## config.mk

```make
export PLATFORM = sky130hd
export DESIGN_NAME = tipi_wreg_latch_flat
export DESIGN_NICKNAME = d
export VERILOG_FILES = /design/src/rtl/tipi_wreg_latch_if.sv /design/src/rtl/tipi_wreg_latch.sv /design/src/flat_wrapper.sv
export SDC_FILE = /design/constraint.sdc
export NUM_CORES = 1
export LEC_CHECK = 0
export ABC_AREA = 1
export CAP_MARGIN = 5
export CORE_MARGIN = 2
export CORE_UTILIZATION = 30
export DETAILED_ROUTE_END_ITERATION = 10
export PLACE_DENSITY = 0.55
export SLEW_MARGIN = 20
export SYNTH_ARGS = -nofsm -noshare
export SYNTH_HDL_FRONTEND = slang
export SYNTH_SLANG_ARGS = --single-unit
export TNS_END_PERCENT = 5
```

## constraint.sdc

```tcl
create_clock -name clk -period 4.05 [get_ports clk]
set_input_delay 0.405 -clock clk [delete_from_list [all_inputs] [get_ports clk]]
set_output_delay 0.405 -clock clk [all_outputs]
set_load 0.005 [all_outputs]
```

## src/rtl/tipi_wreg_latch_if.sv

```systemverilog
// TI-bus write-side signal bundle: strobe, address selects, data, Pi acks,
// and the latched register / status outputs seen by the Pi side.
interface tipi_wreg_latch_if;
  logic       ti_we_n;
  logic       a_sel;
  logic       b_sel;
  logic       c_sel;
  logic       d_sel;
  logic [7:0] ti_data;
  logic [3:0] ack;
  logic [7:0] a_reg;
  logic [7:0] b_reg;
  logic [7:0] c_reg;
  logic [7:0] d_reg;
  logic [3:0] wr_pulse;
  logic [3:0] dirty;

  // Driver of the TI bus and Pi acks (bench / surrounding decode logic)
  modport master (
    output ti_we_n, a_sel, b_sel, c_sel, d_sel, ti_data, ack,
    input  a_reg, b_reg, c_reg, d_reg, wr_pulse, dirty
  );

  // The write-register latch itself
  modport slave (
    input  ti_we_n, a_sel, b_sel, c_sel, d_sel, ti_data, ack,
    output a_reg, b_reg, c_reg, d_reg, wr_pulse, dirty
  );
endinterface

```

## src/rtl/tipi_wreg_latch.sv

```systemverilog
// Captures asynchronous TI CPU writes into four 8-bit registers (A..D).
// Strobe, selects and data share one synchronizer depth so they stay aligned;
// a small FSM qualifies the low pulse length, then commits the value sampled
// on the last synced-low cycle, pulses wr_pulse and sets a sticky dirty bit
// that the Pi side clears with ack.
module tipi_wreg_latch #(
  parameter int         SYNC_STAGES = 2,     // >= 2
  parameter int         MIN_LOW     = 2,     // >= 1
  parameter logic [7:0] RESET_VALUE = 8'h00
) (
  input  logic           clk,
  input  logic           reset,
  tipi_wreg_latch_if.slave bus
);

  localparam int DATA_W = 8;
  localparam int CNT_W  = (MIN_LOW < 2) ? 1 : $clog2(MIN_LOW + 1);
  localparam logic [CNT_W-1:0] MIN_LOW_C = CNT_W'(MIN_LOW);

  typedef enum logic [1:0] {
    IDLE   = 2'd0,
    LOW    = 2'd1,
    COMMIT = 2'd2
  } state_t;

  // Synchronizer chains (index SYNC_STAGES-1 is the synced output)
  logic [SYNC_STAGES-1:0]             we_sync;
  logic [SYNC_STAGES-1:0][3:0]        sel_sync;
  logic [SYNC_STAGES-1:0][DATA_W-1:0] data_sync;

  logic              we_s;
  logic [3:0]        sel_s;
  logic [DATA_W-1:0] data_s;

  // Control state
  state_t            state;
  logic              we_prev;
  logic [CNT_W-1:0]  low_cnt;

  // Holding register: sel/data from the most recent synced-low cycle
  logic [3:0]        hold_sel;
  logic [DATA_W-1:0] hold_data;

  // Outputs
  logic [3:0][DATA_W-1:0] regs_q;
  logic [3:0]             wr_pulse_q;
  logic [3:0]             dirty_q;

  // Decode helpers
  logic       fall_edge;
  logic       hold_load;
  logic       commit_now;
  logic [3:0] commit_oh;

  // Fixed priority A > B > C > D; returns a one-hot (or zero) mask
  function automatic logic [3:0] pick_sel(input logic [3:0] s);
    logic [3:0] r;
    r = 4'b0000;
    if (s[0])      r = 4'b0001;
    else if (s[1]) r = 4'b0010;
    else if (s[2]) r = 4'b0100;
    else if (s[3]) r = 4'b1000;
    return r;
  endfunction

  // Input synchronizers; all three chains have identical depth
  always_ff @(posedge clk) begin
    we_sync   <= {we_sync[SYNC_STAGES-2:0], bus.ti_we_n};
    sel_sync  <= {sel_sync[SYNC_STAGES-2:0],
                  {bus.d_sel, bus.c_sel, bus.b_sel, bus.a_sel}};
    data_sync <= {data_sync[SYNC_STAGES-2:0], bus.ti_data};
  end

  assign we_s   = we_sync[SYNC_STAGES-1];
  assign sel_s  = sel_sync[SYNC_STAGES-1];
  assign data_s = data_sync[SYNC_STAGES-1];

  // Edge detect, hold-register load and commit decode for the current cycle
  always_comb begin
    fall_edge  = we_prev && !we_s;
    hold_load  = ((state == IDLE) && fall_edge) || ((state == LOW) && !we_s);
    commit_now = (state == LOW) && we_s && (low_cnt >= MIN_LOW_C);
    commit_oh  = commit_now ? pick_sel(hold_sel) : 4'b0000;
  end

  // Holding register tracks the bus while the synced strobe is low
  always_ff @(posedge clk) begin
    if (hold_load) begin
      hold_sel  <= sel_s;
      hold_data <= data_s;
    end
  end

  // Write FSM; the register write, pulse and dirty set land on the edge that
  // enters COMMIT, so COMMIT is the single cycle in which they are visible
  always_ff @(posedge clk) begin
    if (reset) begin
      state   <= IDLE;
      we_prev <= 1'b0;
      low_cnt <= '0;
    end else begin
      we_prev <= we_s;
      case (state)
        IDLE: begin
          if (fall_edge) begin
            state   <= LOW;
            low_cnt <= CNT_W'(1);
          end
        end
        LOW: begin
          if (!we_s) begin
            if (low_cnt < MIN_LOW_C) low_cnt <= low_cnt + CNT_W'(1);
          end else if (commit_now) begin
            state <= COMMIT;
          end else begin
            state <= IDLE;
          end
        end
        COMMIT: begin
          state <= IDLE;
        end
        default: begin
          state <= IDLE;
        end
      endcase
    end
  end

  // Register file, update pulses and sticky dirty flags (set beats ack)
  always_ff @(posedge clk) begin
    if (reset) begin
      regs_q     <= {4{RESET_VALUE}};
      wr_pulse_q <= 4'b0000;
      dirty_q    <= 4'b0000;
    end else begin
      wr_pulse_q <= commit_oh;
      dirty_q    <= (dirty_q & ~bus.ack) | commit_oh;
      for (int i = 0; i < 4; i++) begin
        if (commit_oh[i]) regs_q[i] <= hold_data;
      end
    end
  end

  assign bus.a_reg    = regs_q[0];
  assign bus.b_reg    = regs_q[1];
  assign bus.c_reg    = regs_q[2];
  assign bus.d_reg    = regs_q[3];
  assign bus.wr_pulse = wr_pulse_q;
  assign bus.dirty    = dirty_q;

endmodule

```

## src/flat_wrapper.sv

```systemverilog
// flat-port wrapper written by rule: the top's interface ports become plain ports
module tipi_wreg_latch_flat 
#(
  parameter int         SYNC_STAGES = 2,            
  parameter int         MIN_LOW     = 2,            
  parameter logic [7:0] RESET_VALUE = 8'h00
)
  (clk, reset, bus_ti_we_n, bus_a_sel, bus_b_sel, bus_c_sel, bus_d_sel, bus_ti_data, bus_ack, bus_a_reg, bus_b_reg, bus_c_reg, bus_d_reg, bus_wr_pulse, bus_dirty);
  tipi_wreg_latch_if bus_i ();
  input  logic clk;
  input  logic reset;
  input wire logic [$bits(bus_i.ti_we_n)-1:0] bus_ti_we_n;
  input wire logic [$bits(bus_i.a_sel)-1:0] bus_a_sel;
  input wire logic [$bits(bus_i.b_sel)-1:0] bus_b_sel;
  input wire logic [$bits(bus_i.c_sel)-1:0] bus_c_sel;
  input wire logic [$bits(bus_i.d_sel)-1:0] bus_d_sel;
  input wire logic [$bits(bus_i.ti_data)-1:0] bus_ti_data;
  input wire logic [$bits(bus_i.ack)-1:0] bus_ack;
  output wire logic [$bits(bus_i.a_reg)-1:0] bus_a_reg;
  output wire logic [$bits(bus_i.b_reg)-1:0] bus_b_reg;
  output wire logic [$bits(bus_i.c_reg)-1:0] bus_c_reg;
  output wire logic [$bits(bus_i.d_reg)-1:0] bus_d_reg;
  output wire logic [$bits(bus_i.wr_pulse)-1:0] bus_wr_pulse;
  output wire logic [$bits(bus_i.dirty)-1:0] bus_dirty;
  assign bus_i.ti_we_n = bus_ti_we_n;
  assign bus_i.a_sel = bus_a_sel;
  assign bus_i.b_sel = bus_b_sel;
  assign bus_i.c_sel = bus_c_sel;
  assign bus_i.d_sel = bus_d_sel;
  assign bus_i.ti_data = bus_ti_data;
  assign bus_i.ack = bus_ack;
  assign bus_a_reg = bus_i.a_reg;
  assign bus_b_reg = bus_i.b_reg;
  assign bus_c_reg = bus_i.c_reg;
  assign bus_d_reg = bus_i.d_reg;
  assign bus_wr_pulse = bus_i.wr_pulse;
  assign bus_dirty = bus_i.dirty;
  tipi_wreg_latch #(.SYNC_STAGES(SYNC_STAGES), .MIN_LOW(MIN_LOW), .RESET_VALUE(RESET_VALUE)) u_core (.clk(clk), .reset(reset), .bus(bus_i));
endmodule
```

==> out/metrics.cfg <==
[clocking]
tritoncts=done
clk_pin_slew_ns=0.08
cts_hold_buf=0
post_cts_resize_count=0
clk_latency_ns=0.35
cts_setup_buffers=0
cts_root_buf=clkbuf_8
cts_made_buffers=9
clk_path_buf_depth=2
cts_sinks=83
h-tree-depth=3

[setup_path]
r2r_slack_ns=2.08
crit_type=input pin to flip-flop
r2r_end=u_core.bus.d_reg[3]$_SDFFE_PP0P_
critPathRequiredTime_ns=4.28
crit_slowest_cell=clkinv_1
worst-r2r-cell-count=8
crit_path_max_fanout=34
cp_cell_sequence=clkdlybuf4s50_1 > clkinv_1 > nand2_1 > nor2_1
worst_path_largest_cell_delay_ns=0.82
cp-start-kind=input pin
end_kind=flip-flop
r2r-start=u_core.low_cnt[0]$_SDFFE_PP0P_
critical_path_arrival_ns=2.31

[route]
dr_total_vias=1986
drtAntennaViolNets=0
drc=0
wl_mm=5.42
routedWlPerCell_um=11.8
drt_iter0_drc=90
firstDrtPassIters=4
viasPerCell=4.33

[global_routing]
gr-total-overflow=0
grt_util_all_layers_pct=11.5
grt_pass1_wl_mm=8.82
grt_max_degree=40
grt_pass1_vias=1809
grt_antenna_before_repair=0

[cells_and_area]
final_cell_area_um2=3570
n_antenna_cell=0
layout.area.seq_um2=1780
nets=366
multiInputGateArea_um2=773
fill_cells=897
drive_gt1_share_pct=6.84
area.growth.synth_to_final_pct=29.8

[flow_run]
drv_cap=0

[power_and_ir_drop]
p_leak_nw=1.38
ir_drop_mv=0.193
power_frac_comb_pct=3.8
internal_power_mw=1.18
p_switching_mw=0.349
swShare_pct=22.9
p_per_area_nw_per_um2=427
p_clk_share_pct=39.5
p_seq_share_pct=56.6

[sta]
setup_viol=0
hold_viol=0
fin_crit_ns=2.08
final.setup.tns_ns=0
max_slew_margin_pct=41.8
report.final.slew_viol_count=0
period_share_pct=51.4
fin_skew_ns=0.00915
fmax_mhz=481
holdWs_ns=0.331
tightest_slew_ns=0.867
rsz0062_at_grt=false

[floorplan]
dieArea_um2=9950
num_io_pins=59
initial_utilization_pct=31.2
dieWidth_um=99.8
rows=34
design.core.area_um2=8810
die_h_um=99.8

[logic_synthesis]
syn_area_per_cell_um2=9.42
ys_types=20
synth_seq_area_share_pct=64.8
ys_warn_count=0
synth_seq_cells=83
syn_area_um2=2750
syn-num-nets=312
synth_cells=292

[min_path]
hp-class=flip-flop to flip-flop
worstHoldEndpoint=u_core.data_s[2]$_DFF_P_
worst_hold_path.num_cells=0
min_from=u_core.data_sync[2]$_DFF_P_

[outcome]
outcome=complete, no violations

[placement]
portBuffers=58
dp_hpwl_mm=3.64
gp_congestion=0.748
dpl_cell_area_um2=3360

synthesized netlist by cell type, drive strengths merged:
library cell	instances	area (µm²)
nand4	1	6.26
dfxtp	71	1420
clkbuf	5	18.8
nand2	48	183
inv	22	82.6
nor3	2	10.0
nand3	35	180
clkinv	1	3.75
nor2	47	201
edfxtp	12	360
buf	11	91.3
ha	1	12.5
a21oi	36	180
metal layers:
metal	track usage (%)	part of all wire, %	up-vias
met5	0	0	-
li1	-	-	1043
met3	4.15	7.4	4
met4	6.32	0.98	0
met1	14.5	47	887
met2	17.3	45	52
worst max-delay path by stage:
stage,slack [ns],depth (start not counted),endpoint,start
floorplan,2.70,8,u_core.bus.a_reg[7]$_SDFFE_PP0P_,u_core.low_cnt[0]$_SDFFE_PP0P_
global placement,1.61,4,u_core.bus.d_reg[0]$_SDFFE_PP0P_,reset
detailed placement,1.57,4,u_core.bus.a_reg[4]$_SDFFE_PP0P_,reset
CTS,1.94,4,u_core.bus.a_reg[4]$_SDFFE_PP0P_,reset
global route,1.75,4,u_core.bus.c_reg[3]$_SDFFE_PP0P_,reset
finish,1.97,4,u_core.bus.a_reg[4]$_SDFFE_PP0P_,reset
final cells by class:
| cell class | count | share of cell area, % |
|---|---|---|
| multi-input cells | 170 | 21.7 |
| inverters | 23 | 2.42 |
| clock inverters | 7 | 2.31 |
| clock buffers | 9 | 3.47 |
| repair buffers | 59 | 16.5 |
| well taps | 108 | 3.78 |
| flip-flops and latches | 83 | 49.9 |
through the flow:
stage / setup WS [ns] / utilization [%] / instances / power (mW)
after floorplan: 2.70 / - / 292 / 0.916
after global routing: 1.75 / 40.6 / 459 / 1.60
after global placement: 1.61 / 38.2 / 443 / 0.942
after CTS: 1.94 / 40.6 / 459 / 1.55
after detailed placement: 1.57 / 38.2 / 443 / 0.943
final: 1.97 / 40.6 / 459 / 1.53
power groups by stage:
stage | registers (mW) | clock network [mW] | logic, mW
floorplan | 0.880 | 0 | 0.0361
global placement | 0.883 | 0 | 0.0584
detailed placement | 0.884 | 0 | 0.0595
CTS | 0.865 | 0.627 | 0.0594
global route | 0.867 | 0.668 | 0.0668
finish | 0.864 | 0.603 | 0.0585
cells by family after synthesis:
kind of cell / after synthesis / synth area share, %
AND/OR/NAND/NOR: 133 / 21.1
flip-flops: 83 / 64.8
buffers and inverters: 39 / 7.14
AO/OA/AOI/OAI: 36 / 6.55
adder cells (fa/ha/maj): 1 / 0.455
cells in the final DEF, fill, tap and decap left out, drive strengths merged:
cell,count
inv,25
nand4,1
nand2,48
clkbuf,9
nand3,35
clkinv,2
nor3,2
dfxtp,71
a21oi,36
bufinv,1
buf,1
clkinvlp,2
nor2,47
ha,1
edfxtp,12
clkdlybuf4s50,58
critical path: cells and delay by family:
kind | cells | cell delay (ns)
AND/OR/NAND/NOR | 2 | 0.35
buffers and inverters | 2 | 1.56
No activity file was read; power rests on OpenSTA's default activity.
